[src/rtl/aes_block_seq_if.sv]
// Handshake bundle between the AES job sequencer and the key schedule,
// engine and source/sink streamers.
interface aes_block_seq_if;
  logic key_start;
  logic key_done;
  logic in_valid;
  logic in_ready;
  logic eng_start;
  logic eng_done;
  logic out_valid;
  logic out_ready;

  modport master (
    output key_start, in_ready, eng_start, out_valid,
    input  key_done, in_valid, eng_done, out_ready
  );
  modport slave (
    input  key_start, in_ready, eng_start, out_valid,
    output key_done, in_valid, eng_done, out_ready
  );
endinterface

[src/rtl/aes_block_seq.sv]
// AES job sequencer: optional key expansion, then one block at a time through
// source -> engine -> sink, with progress, completion and protocol-error reporting.
module aes_block_seq #(
  parameter int CNT_WIDTH  = 16,
  parameter bit ERR_STICKY = 1'b1
) (
  input  logic                 clk_i,
  input  logic                 rst_i,
  input  logic                 clear_i,
  input  logic                 start_i,
  input  logic [CNT_WIDTH-1:0] nb_blocks_i,
  input  logic                 key_reload_i,
  aes_block_seq_if.master      bus,
  output logic                 busy_o,
  output logic                 done_o,
  output logic [CNT_WIDTH-1:0] blk_cnt_o,
  output logic                 key_valid_o,
  output logic                 err_o
);

  typedef enum logic [2:0] {IDLE, KEY_EXP, WAIT_IN, RUN, WAIT_OUT, DONE} state_e;

  state_e               state_q, state_d;
  logic [CNT_WIDTH-1:0] nb_q, cnt_q, cnt_inc;
  logic                 key_start_q, eng_start_q, busy_q, done_q, key_valid_q, err_q;
  logic                 start_acc, need_key, in_hs, out_hs, key_ok, eng_ok, err_ev, last_blk;

  always_comb begin
    start_acc = (state_q == IDLE) && start_i;
    need_key  = (nb_blocks_i != '0) && (key_reload_i || !key_valid_q);
    in_hs     = (state_q == WAIT_IN) && bus.in_valid;
    out_hs    = (state_q == WAIT_OUT) && bus.out_ready;
    // a done landing in the same cycle as its own start pulse is not trusted
    key_ok    = (state_q == KEY_EXP) && bus.key_done && !key_start_q;
    eng_ok    = (state_q == RUN) && bus.eng_done && !eng_start_q;
    err_ev    = (bus.key_done && !key_ok) || (bus.eng_done && !eng_ok);
    cnt_inc   = cnt_q + {{(CNT_WIDTH-1){1'b0}}, 1'b1};
    last_blk  = (cnt_inc == nb_q);
  end

  always_comb begin
    state_d = state_q;
    case (state_q)
      IDLE: begin
        if (start_i) begin
          if (nb_blocks_i == '0) state_d = DONE;
          else if (need_key)     state_d = KEY_EXP;
          else                   state_d = WAIT_IN;
        end
      end
      KEY_EXP:  if (key_ok) state_d = WAIT_IN;
      WAIT_IN:  if (bus.in_valid) state_d = RUN;
      RUN:      if (eng_ok) state_d = WAIT_OUT;
      WAIT_OUT: if (bus.out_ready) state_d = last_blk ? DONE : WAIT_IN;
      DONE:     state_d = IDLE;
      default:  state_d = IDLE;
    endcase
  end

  always_ff @(posedge clk_i) begin
    if (rst_i || clear_i) begin
      state_q     <= IDLE;
      nb_q        <= '0;
      cnt_q       <= '0;
      key_start_q <= 1'b0;
      eng_start_q <= 1'b0;
      busy_q      <= 1'b0;
      done_q      <= 1'b0;
      key_valid_q <= 1'b0;
      err_q       <= 1'b0;
    end else begin
      state_q     <= state_d;
      key_start_q <= start_acc && need_key;
      eng_start_q <= in_hs;
      done_q      <= (state_q == DONE);
      if (start_acc) begin
        nb_q   <= nb_blocks_i;
        cnt_q  <= '0;
        busy_q <= 1'b1;
      end else if (state_q == DONE) begin
        busy_q <= 1'b0;
      end
      if (out_hs) cnt_q <= cnt_inc;
      if (key_ok) key_valid_q <= 1'b1;
      if (ERR_STICKY) err_q <= (err_q && !start_acc) || err_ev;
      else            err_q <= err_ev;
    end
  end

  assign bus.key_start = key_start_q;
  assign bus.eng_start = eng_start_q;
  assign bus.in_ready  = (state_q == WAIT_IN);
  assign bus.out_valid = (state_q == WAIT_OUT);
  assign busy_o        = busy_q;
  assign done_o        = done_q;
  assign blk_cnt_o     = cnt_q;
  assign key_valid_o   = key_valid_q;
  assign err_o         = err_q;

endmodule

[src/flat_wrapper.sv]
// flat-port wrapper written by rule: the top's interface ports become plain ports
module aes_block_seq_flat 
#(
  parameter int CNT_WIDTH  = 16,
  parameter bit ERR_STICKY = 1'b1
)
  (clk_i, rst_i, clear_i, start_i, nb_blocks_i, key_reload_i, busy_o, done_o, blk_cnt_o, key_valid_o, err_o, bus_key_start, bus_in_ready, bus_eng_start, bus_out_valid, bus_key_done, bus_in_valid, bus_eng_done, bus_out_ready);
  aes_block_seq_if bus_i ();
  input  logic clk_i;
  input  logic rst_i;
  input  logic clear_i;
  input  logic start_i;
  input  logic [CNT_WIDTH-1:0] nb_blocks_i;
  input  logic key_reload_i;
  output logic busy_o;
  output logic done_o;
  output logic [CNT_WIDTH-1:0] blk_cnt_o;
  output logic key_valid_o;
  output logic err_o;
  output wire logic [$bits(bus_i.key_start)-1:0] bus_key_start;
  output wire logic [$bits(bus_i.in_ready)-1:0] bus_in_ready;
  output wire logic [$bits(bus_i.eng_start)-1:0] bus_eng_start;
  output wire logic [$bits(bus_i.out_valid)-1:0] bus_out_valid;
  input wire logic [$bits(bus_i.key_done)-1:0] bus_key_done;
  input wire logic [$bits(bus_i.in_valid)-1:0] bus_in_valid;
  input wire logic [$bits(bus_i.eng_done)-1:0] bus_eng_done;
  input wire logic [$bits(bus_i.out_ready)-1:0] bus_out_ready;
  assign bus_key_start = bus_i.key_start;
  assign bus_in_ready = bus_i.in_ready;
  assign bus_eng_start = bus_i.eng_start;
  assign bus_out_valid = bus_i.out_valid;
  assign bus_i.key_done = bus_key_done;
  assign bus_i.in_valid = bus_in_valid;
  assign bus_i.eng_done = bus_eng_done;
  assign bus_i.out_ready = bus_out_ready;
  aes_block_seq #(.CNT_WIDTH(CNT_WIDTH), .ERR_STICKY(ERR_STICKY)) u_core (.clk_i(clk_i), .rst_i(rst_i), .clear_i(clear_i), .start_i(start_i), .nb_blocks_i(nb_blocks_i), .key_reload_i(key_reload_i), .bus(bus_i), .busy_o(busy_o), .done_o(done_o), .blk_cnt_o(blk_cnt_o), .key_valid_o(key_valid_o), .err_o(err_o));
endmodule
[config.mk]
export PLATFORM = sky130hd
export DESIGN_NAME = aes_block_seq_flat
export DESIGN_NICKNAME = d
export VERILOG_FILES = /design/src/rtl/aes_block_seq_if.sv /design/src/rtl/aes_block_seq.sv /design/src/flat_wrapper.sv
export SDC_FILE = /design/constraint.sdc
export NUM_CORES = 1
export LEC_CHECK = 0
export BUFFER_PORTS_ARGS = -buffer_cell sky130_fd_sc_hd__buf_2
export CAP_MARGIN = 30
export CORE_MARGIN = 2
export CORE_UTILIZATION = 50
export DETAILED_ROUTE_END_ITERATION = 12
export HOLD_SLACK_MARGIN = 0.02
export PLACE_DENSITY_LB_ADDON = 0.15
export SYNTH_ARGS = -nofsm -noshare
export SYNTH_HDL_FRONTEND = slang
export SYNTH_SLANG_ARGS = --single-unit
export TNS_END_PERCENT = 1
[constraint.sdc]
create_clock -name clk_i -period 3.9 [get_ports clk_i]
set_input_delay 0.39 -clock clk_i [delete_from_list [all_inputs] [get_ports clk_i]]
set_output_delay 0.39 -clock clk_i [all_outputs]
set_load 0.03 [all_outputs]
==> summary.md <==
| Metric | Value |
|---|---|
| Unrepaired setup endpoints after global routing | no |
| CORE AREA | 4440 um2 |
| Mean Syn Cell Area | 7.50 um2 |
| Final Max Tran Viols | 0 |
| Post-route minimum period | 2410 ps |
| DR WL/cell | 14.2 um |
| Commonest cells post-synth | nand2_1, a21oi_1, dfxtp_1, nor2_1, o21ai_0 |
| Port Buffers | 48 |
| Clock-pin slew on the worst setup and hold paths | 90 ps |
| Hold Path Depth | 3 |
| Die area | 5290 um2 |
| Iter 0 DRT Violations | 164 |
| Die outline width | 72.7 um |
| Fin Hold WS | 330 ps |
| Final worst-path cycle share | 61.8% |
| Distinct cells, synth | 54 |
| Flops & latches, synth | 41 |
| CP max FO | 13 |
| Clock Skew | 9.13 ps |
| Crit. End Element | register |
| Worst hold path class | primary input to register |
| Setup CP Type | register to register |
| Required time of the critical path | 4140 ps |
| Initial core utilization | 53.1% |
| DRC | 0 |
| Reg2Reg Depth | 6 |
| Via Count | 2303 |
| P&R area growth vs syn | 14.1% |
| EDFF count, synth | 0 |
| # diodes | 0 |
| Vias in the first global route | 2126 |
| DP Wirelength | 4190 um |
| Pre-antenna DRT Iters | 4 |
| Run status | finished, final reports clean |
| Clock Latency Late Sink | 300 ps |
| Ranking of synthesized cells by area | dfxtp_1, a21oi_1, nand2_1 |
| Global Route Usage Sum | 23.9% |
| H-Tree Depth | 2 |
| Filler cell count | 437 |
| Post-synth top area share | 34.8% |
| Cts repair resizes | 0 |
| Worst-margin pin slew | 695 ps |
| Routability Congestion | 0.939 |
| Post-route ant nets | 0 |
| Total grt overflow | 0 |
| CP startpoint kind | register |
| CTS Buffer Depth | 2 |
| Cells after Synth | 315 |
| Top Ports | 49 |
| Final Hold Viols | 0 |
| Vias/cell | 5.69 |
| Post-CTS Setup Bufs | 0 |
| Nets | 378 |
| Multi-input logic area | 1430 um2 |
| Largest net degree at the start of global routing | 37 |
| Worst Path Arrival | 2650 ps |
| Setup Viol. Count Final | 0 |
| Register Area | 821 um2 |
| Leak | 1.08 nW |
| Antenna violations before repair | 0 |
| First-pass GRT wire length | 9830 um |
| Clock Sinks | 41 |
| Maximum vdd drop | 0.329 mV |
| WL final | 5750 um |
| Chip height | 72.7 um |
| Rel. slew slack | 53.7% |
| Layout cell share with drive strength beyond 1 | 21.0% |
| Top-count cell post-synth | nand2_1 |
| Fmax | 415 MHz |
| Final TNS setup | 0 ps |
| Seq/Total Area, Yosys | 34.8% |
| Mapped Area | 2360 um2 |
| Yosys warns | 0 |
| Post-synth top area cell | dfxtp_1 |
| CTS Buf Count | 5 |
| Cell area power density | 323 nW/um2 |
| CTS Root Cell | clkbuf_8 |
| Max-cap violations | 0 |
| CTS tree | built |
| Asr flop ratio synth | 0% |
| Rows | 24 |
| Post-synth net total | 341 |
| Top FF cell, synth | dfxtp_1 |
| # hold bufs at CTS | 0 |
[routing by layer]
metal	part of all wire (%)	track usage (%)	vias up
li1	-	-	1185
met1	49	31.3	1057
met2	46	38.8	55
met3	3.9	5.66	6
met4	1.5	7.61	0
met5	0	0	-
[state kept, by name (all words and copies together) (netlist names)]
name                  cells
u_core.blk_cnt_o         16
u_core.nb_q              16
u_core.state_q            3
u_core.bus.eng_start      1
u_core.bus.key_start      1
u_core.busy_o             1
u_core.done_o             1
u_core.err_o              1
u_core.key_valid_o        1
[critical path, cell delays in order (launching register included)]
cell     delay [ps]
dfxtp_1         570
nand4_1         310
nor4_1          590
xnor2_1         190
nand4_1         140
or3_4           410
a21oi_2         130
[cell type report]
cell class	instances	share of cell area (%)
clock buffer	5	2.55
clock inverter	3	1.72
inverter	3	0.418
multi-input combinational	251	52.9
sequential	41	30.5
tap	52	2.42
timing repair buffer	50	9.48
[worst paths after layout]
kind / startpoint / slack, ps / end
worst min register to register: u_core.nb_q[15] / 470 / u_core.nb_q[15]
worst max register to register: u_core.blk_cnt_o[4] / 1490 / u_core.state_q[0]
worst max-delay path: u_core.blk_cnt_o[4] / 1490 / u_core.state_q[0]
worst min-delay path: nb_blocks_i[6] / 330 / u_core.nb_q[6]
[placed cells by master (no fill, tap or decap), types with 4 or more instances in the layout]
cell type / count
nor4_1: 7
xnor2_1: 8
o21ai_0: 14
dfxtp_1: 41
nand3_1: 9
clkbuf_8: 5
nand4_1: 9
a211oi_1: 4
nor2b_1: 6
nor2_1: 31
buf_2: 48
nand2_1: 54
xor2_1: 8
and3_1: 5
a21oi_1: 41
nor3_1: 9
[power breakdown]
group | internal [mW] | switching (mW) | total (mW)
Clock | 0.192 | 0.155 | 0.347
Combinational | 0.0333 | 0.0550 | 0.0884
Sequential | 0.427 | 0.00756 | 0.434
Total | 0.652 | 0.218 | 0.869
[metrics by stage]
stage	cells	setup slack, ps	util [%]	power, mW	instance area [um2]
2_1_floorplan	315	1640	-	0.501	2360
3_3_place_gp	397	1660	58.0	0.532	2580
3_5_place_dp	397	1550	58.0	0.533	2580
4_1_cts	405	1530	60.6	0.878	2690
5_1_grt	405	1320	60.6	0.916	2690
6_report	405	1490	60.6	0.869	2690
[kinds of logic after synthesis]
family | Yosys count | synth area share, %
DFF | 41 | 34.8
muxes | 3 | 1.32
AOI/OAI and AO/OA | 77 | 19.2
and+or+nand+nor | 153 | 32.8
buffers and inverters | 23 | 4.82
adders and majority gates | 1 | 0.530
xor gates and xnor gates | 17 | 6.62
(Power assumes the default switching activity.)
